File: config.mk
export PLATFORM = sky130hd
export DESIGN_NAME = spi_slave_sync
export DESIGN_NICKNAME = d
export VERILOG_FILES = /design/src/rtl/spi_slave_sync.sv
export SDC_FILE = /design/constraint.sdc
export NUM_CORES = 1
export LEC_CHECK = 0
export ABC_CLOCK_PERIOD_IN_PS = 2400
export CAP_MARGIN = 20
export CORE_MARGIN = 2
export CORE_UTILIZATION = 56
export CTS_CLUSTER_DIAMETER = 60
export CTS_CLUSTER_SIZE = 12
export DETAILED_ROUTE_END_ITERATION = 12
export MAX_ROUTING_LAYER = met4
export PLACE_DENSITY = 0.83
export SYNTH_ARGS = -nofsm -noshare
export SYNTH_HDL_FRONTEND = slang
export SYNTH_SLANG_ARGS = --single-unit
export TNS_END_PERCENT = 5
File: constraint.sdc
create_clock -name clk -period 2.4 [get_ports clk]
set_input_delay 0.36 -clock clk [delete_from_list [all_inputs] [get_ports clk]]
set_output_delay 0.36 -clock clk [all_outputs]
set_load 0.02 [all_outputs]
File: src/rtl/spi_slave_sync.sv
// spi_slave_sync: clk-domain SPI slave (modes 0-3, M-bit words, valid/ready both sides); define SPI_SLAVE_SYNC_ERR_EN for sticky err flags
module spi_slave_sync #(
  parameter int M = 8,
  parameter int MODE = 0
) (
  input  logic         clk,
  input  logic         clr,
  input  logic         sclk,
  input  logic         ss_n,
  input  logic         mosi,
  output logic         miso,
  output logic         miso_oe,
  input  logic [M-1:0] tx_data,
  input  logic         tx_valid,
  output logic         tx_ready,
  output logic [M-1:0] rx_data,
  output logic         rx_valid,
  input  logic         rx_ready,
  output logic [1:0]   err,
  input  logic         err_clr
);
  localparam logic CPOL = MODE[1];
  localparam logic CPHA = MODE[0];
  localparam int CW = $clog2(M);
  typedef enum logic {IDLE, ACTIVE} state_t;
  state_t state, state_nx;
  logic sclk_s1, sclk_s2, sclk_d, ss_s1, ss_s2, mosi_s1, mosi_s2;
  logic [CW-1:0] cnt;
  logic [M-1:0] rx_sr, tx_sr, tx_buf, rx_nx;
  logic buf_full, act, entry, leave, lead, trail, samp, shft, done, ld, wr;
  logic [1:0] err_set;
  always_ff @(posedge clk or posedge clr) begin
    if (clr) begin
      {sclk_s1, sclk_s2, sclk_d} <= {3{CPOL}};
      {ss_s1, ss_s2} <= 2'b11;
      {mosi_s1, mosi_s2} <= 2'b00;
    end else begin
      {sclk_s1, sclk_s2, sclk_d} <= {sclk, sclk_s1, sclk_s2};
      {ss_s1, ss_s2} <= {ss_n, ss_s1};
      {mosi_s1, mosi_s2} <= {mosi, mosi_s1};
    end
  end
  always_ff @(posedge clk or posedge clr) begin
    if (clr) state <= IDLE;
    else state <= state_nx;
  end
  always_comb begin
    state_nx = ss_s2 ? IDLE : ACTIVE;
  end
  always_comb begin
    miso_oe = state == ACTIVE;
    miso = miso_oe && tx_sr[M-1];
  end
  assign act = state == ACTIVE;
  assign entry = !act && state_nx == ACTIVE;
  assign leave = act && state_nx == IDLE;
  assign lead = sclk_s2 != CPOL && sclk_d == CPOL;
  assign trail = sclk_s2 == CPOL && sclk_d != CPOL;
  assign samp = act && (CPHA ? trail : lead);
  assign shft = act && (CPHA ? lead : trail);
  assign done = samp && cnt == CW'(M - 1);
  // CPHA=0 preloads on select; otherwise the first shift edge of a word loads
  assign ld = (shft && cnt == '0) || (!CPHA && entry);
  assign wr = tx_valid && tx_ready;
  assign tx_ready = !buf_full;
  assign rx_nx = {rx_sr[M-2:0], mosi_s2};
  assign err_set = {done && rx_valid && !rx_ready, ld && !buf_full};
  always_ff @(posedge clk or posedge clr) begin
    if (clr) begin
      cnt <= '0;
      rx_sr <= '0;
      rx_data <= '0;
      rx_valid <= 1'b0;
      tx_sr <= '0;
      tx_buf <= '0;
      buf_full <= 1'b0;
    end else begin
      cnt <= !act ? '0 : samp ? (done ? '0 : cnt + 1'b1) : cnt;
      if (samp) rx_sr <= rx_nx;
      if (done) rx_data <= rx_nx;
      rx_valid <= done || (rx_valid && !rx_ready);
      tx_sr <= leave ? '0 : ld ? (buf_full ? tx_buf : '0) : shft ? tx_sr << 1 : tx_sr;
      if (wr) tx_buf <= tx_data;
      buf_full <= wr || (buf_full && !ld);
    end
  end
`ifdef SPI_SLAVE_SYNC_ERR_EN
  always_ff @(posedge clk or posedge clr) begin
    if (clr) err <= 2'b00;
    else err <= (err & {2{~err_clr}}) | err_set;
  end
`else
  logic unused_err;
  assign err = 2'b00;
  assign unused_err = ^{err_clr, err_set};
`endif
endmodule

# After elaboration in Yosys (flattened, before gate mapping)
# Cells that the tools add are included.
# word_totals
regBits	44
input_bits	16
out_inout_bits	14
# op_classes
muxes	8
addsub	1
bitwise_logic	2
reduce_logical	21
n_eq_ne	2
# ops
operator	count
$mux W8	4
$logic_and A1 B1 Y1	12
$mux W3	3
$logic_not A1 Y1	4
$add A3 B1 Y3 const B	1
$eq A3 B3 Y1 const B	1
$logic_not A3 Y1	1
$logic_or A1 B1 Y1	3
$reduce_bool A3 Y1	1
$ne A2 B1 Y1 const B	1
$not A1 Y1	2
$mux W1	1

# Logic depth before layout (Yosys ltp)
# logic_depth
depth_word	8
ltp_mapped	6
mapped_depth_nobuf	6

# Worst setup path before layout
# Ideal clock, no wire load.
# synth_path
path_type	reg2reg
from	register cnt[0]
to	register rx_data[0]
required_ps	2275
path_buffers	0
arrival_time_ps	1263
stages_incl_launch_ff	5
setup_slack_ps	1012
period_less_slack_ps	1388
cell_sequence	dfrtp_1 -> ha_1 -> ha_1 -> nand3_2 -> mux2_2
# synth_between
elab_chain_cells	2
# synth_lines
item	line	rtl
start: declaration	28	logic [CW-1:0] cnt;
start signal: assignment	78	cnt <= !act ? '0 : samp ? (done ? '0 : cnt + 1'b1) : cnt;
$eq A3 B3 Y1	61	assign done = samp && cnt == CW'(M - 1);
$logic_and A1 B1 Y1	61	
end signal: assignment	80	if (done) rx_data <= rx_nx;
end: declaration	16	output logic [M-1:0] rx_data,
# Every way passes these cells.
# A chain may end at the register's enable or synchronous reset.

# Final worst setup path
# layout_path
from	register state (netlist: miso_oe)
to	output port miso
# layout_between
elab_chain_cells	1
# layout_lines
item	line	rtl
start: declaration	26	state_t state, state_nx;
start signal: assignment	45	else state <= state_nx;
$logic_and A1 B1 Y1	52	miso = miso_oe && tx_sr[M-1];
end: declaration	11	output logic miso,
# Every way passes these cells.

==> metrics.md <==
| Metric | Value |
|---|---|
| Rows | 20 |
| Final hold vios | 0 |
| Placer Congestion | 0.703 |
| Multi-input gate area | 651 um2 |
| Share of cells above drive strength 1 | 0.210 |
| Sequential Area | 1100 um2 |
| Crit share post-route | 0.870 |
| Max-cap viol count | 0 |
| Reg clk slew, reported paths | about 0.13 ns |
| Worst Setup Start Kind | flip-flop |
| Worst reg2reg setup slack | around 0.90 ns |
| Htree depth | 2 |
| DRT iter0 DRCs | 30 |
| Status | completed |
| Final-layout fill cell count | 220 |
| CTS buffer count | 5 |
| Total grt overflow | 0 |
| Vias in the first global route | 1104 |
| Die area | about 3700 um2 |
| Buffers on Ports | 26 |
| Tot GR Track Use | 0.190 |
| Nets@finish | 180 |
| Vias/cell | 5.17 |
| RSZ-0062 raised after global routing | false |
| Root Driver | clkbuf_4 |
| Max Fclk | between 400 and 500 MHz |
| ANT nets after route | 0 |
| Initial antenna violation count | 0 |
| Ys Warns | 0 |
| Crit Path Max Fanout | 12 |
| Distinct cell type count after synthesis | 28 |
| Final Critical Period | 2.09 ns |
| Delay-heaviest family, CP | flip-flops |
| Synthesized area per cell | between 10 and 15 um2 |
| Setup Viol. Count Final | 0 |
| Instance count on the critical path | 2 |
| DRT Pass-1 Iters | 4 |
| Area grow syn2layout | 21.6% |
| Most frequent cells in the layout | dfrtp_1 (42), clkdlybuf4s50_1 (26), mux2_2 (20) |
| Critical path class | flip-flop to primary output |
| Main synth FF type | dfrtp_1 |
| Post-CTS Setup Bufs | 0 |
| Clk_lat worst skew | 0.35 ns |
| Hold Crit Class | flip-flop to flip-flop |
| Worst slew pin tran | 0.544 ns |
| WHS Path Cells | 0 |
| Synthesized cell area | approximately 1800 um2 |
| Worst VDD drop | 0.467 mV |
| Hold Buf Count CTS | 0 |
| Routed WL | 2710 um |
| Hold Slack | 0.366 ns |
| Clk_skew | 0.0126 ns |
| Crit end category | primary output |
| Non-filler cells, final | 206 |
| Die H | 60.7 um |
| Async set-reset flop share out of synthesis | 1.00 |
| Number of synthesized register bits | 44 |
| Lkg Pwr | 1.00 nW |
| Worst EP arrival | 1.73 ns |
| Worst R2R Path Depth | 6 |
| Buf/Inv on CP | 1 |
| Critical Path, Cell by Cell | and2_1 -> clkdlybuf4s50_1 |
| DRC viols | 0 |
| CP max-delay cell | dfrtp_1 |
| CTS tree | built |
| Post-Place Cells | 198 |
| DR vias | 1065 |
| Slew margin rel. | 0.635 |
| Clock sink count | 44 |
| Starting Density | 0.589 |
| CP required | 2.04 ns |
| Largest net degree at the start of global routing | 45 |
| Setup TNS | 0 ns |
| Clock tree buffer depth | 2 |
| First-pass GRT wire length | 4850 um |
| Routed len/inst | approximately 13 um |
| Core ar. | 3050 um2 |
| Max stage delay on crit path | approximately 0.6 ns |
| DPL Wire Length | 1980 um |
| Final core occ | 0.716 |
| Die Wd | 60.7 um |
| Gates resized, CTS repair | 0 |
| Io pins | 30 |
| Power per Cell Area | 744 nW/um2 |
| # diodes | 0 |
| Final Power | between 1.5 and 2 mW |
| Post-synth EDFFs | 0 |
| Max-slew violations | 0 |
| Most common cell after layout, fill and taps aside | dfrtp_1 |
| Cell count after synthesis | 129 |
| Sequential fraction of the synthesis area | 0.614 |
synth_stat cells, types with 2 or more instances:
cell type / count / area share
a21boi_0: 2 / 0.0083
o21ai_1: 2 / 0.0056
dfstp_2: 2 / 0.029
mux2_1: 3 / 0.019
and2_1: 8 / 0.028
nand2_1: 5 / 0.010
nor2_1: 2 / 0.0042
buf_2: 2 / 0.0056
nand3b_1: 2 / 0.0083
buf_4: 2 / 0.0083
dfrtp_1: 42 / 0.58
o2bb2ai_1: 7 / 0.034
inv_1: 6 / 0.013
mux2_2: 20 / 0.13
mux2i_1: 7 / 0.039
nand2b_1: 3 / 0.010
ha_1: 3 / 0.021
cell families after synthesis:
kind of cell,share of synthesized area
AND/OR/NAND/NOR,0.0800
buffers and inverters,0.0264
flip-flops,0.614
multiplexers,0.183
other,0.00209
adder cells (fa/ha/maj),0.0209
AO/OA/AOI/OAI,0.0738
final timing paths:
check,end,start
worst max-delay path,miso,miso_oe$_DFF_PP0_
worst min-delay path,ss_s2$_DFF_PP1_,ss_s1$_DFF_PP1_
worst max register to register,tx_sr[2]$_DFFE_PP0P_,cnt[0]$_DFFE_PP0P_
worst min register to register,ss_s2$_DFF_PP1_,ss_s1$_DFF_PP1_
max in group asynchronous,ss_s2$_DFF_PP1_,clr
min in group asynchronous,rx_data[5]$_DFFE_PP0P_,clr
report_power, final:
part	switching [mW]	internal (mW)
combinational	0.0982	0.148
clock	0.231	0.217
sequential	0.0733	0.858
cell type report:
cell class / instances / area share
clock buffer: 5 / 0.0172
clock inverter: 3 / 0.0195
inverter: 6 / 0.0103
multi-input combinational: 76 / 0.297
sequential: 44 / 0.505
tap: 44 / 0.0252
timing repair buffer: 28 / 0.126
per-layer routing:
| metal | wire, um | share of wire | global-route usage |
|---|---|---|---|
| met5 | 0 | 0 | - |
| met2 | 1380 | 0.51 | 0.300 |
| met1 | 1180 | 0.43 | 0.229 |
| met3 | 104 | 0.038 | 0.0640 |
| met4 | 42 | 0.016 | 0.0652 |
flip-flops by register name, summed over array words and instances, names as in the netlist, 3 cells and up:
name	flops
tx_sr	8
rx_sr	7
tx_buf	8
cnt	3
rx_data	8
stage by stage:
stage          area (um2)  setup slack (ns)
2_1_floorplan        1800              1.01
3_3_place_gp         2110             0.659
3_5_place_dp         2110             0.636
4_1_cts              2190             0.301
5_1_grt              2190             0.212
6_report             2190             0.313
Power figures use the tool's default switching activity.
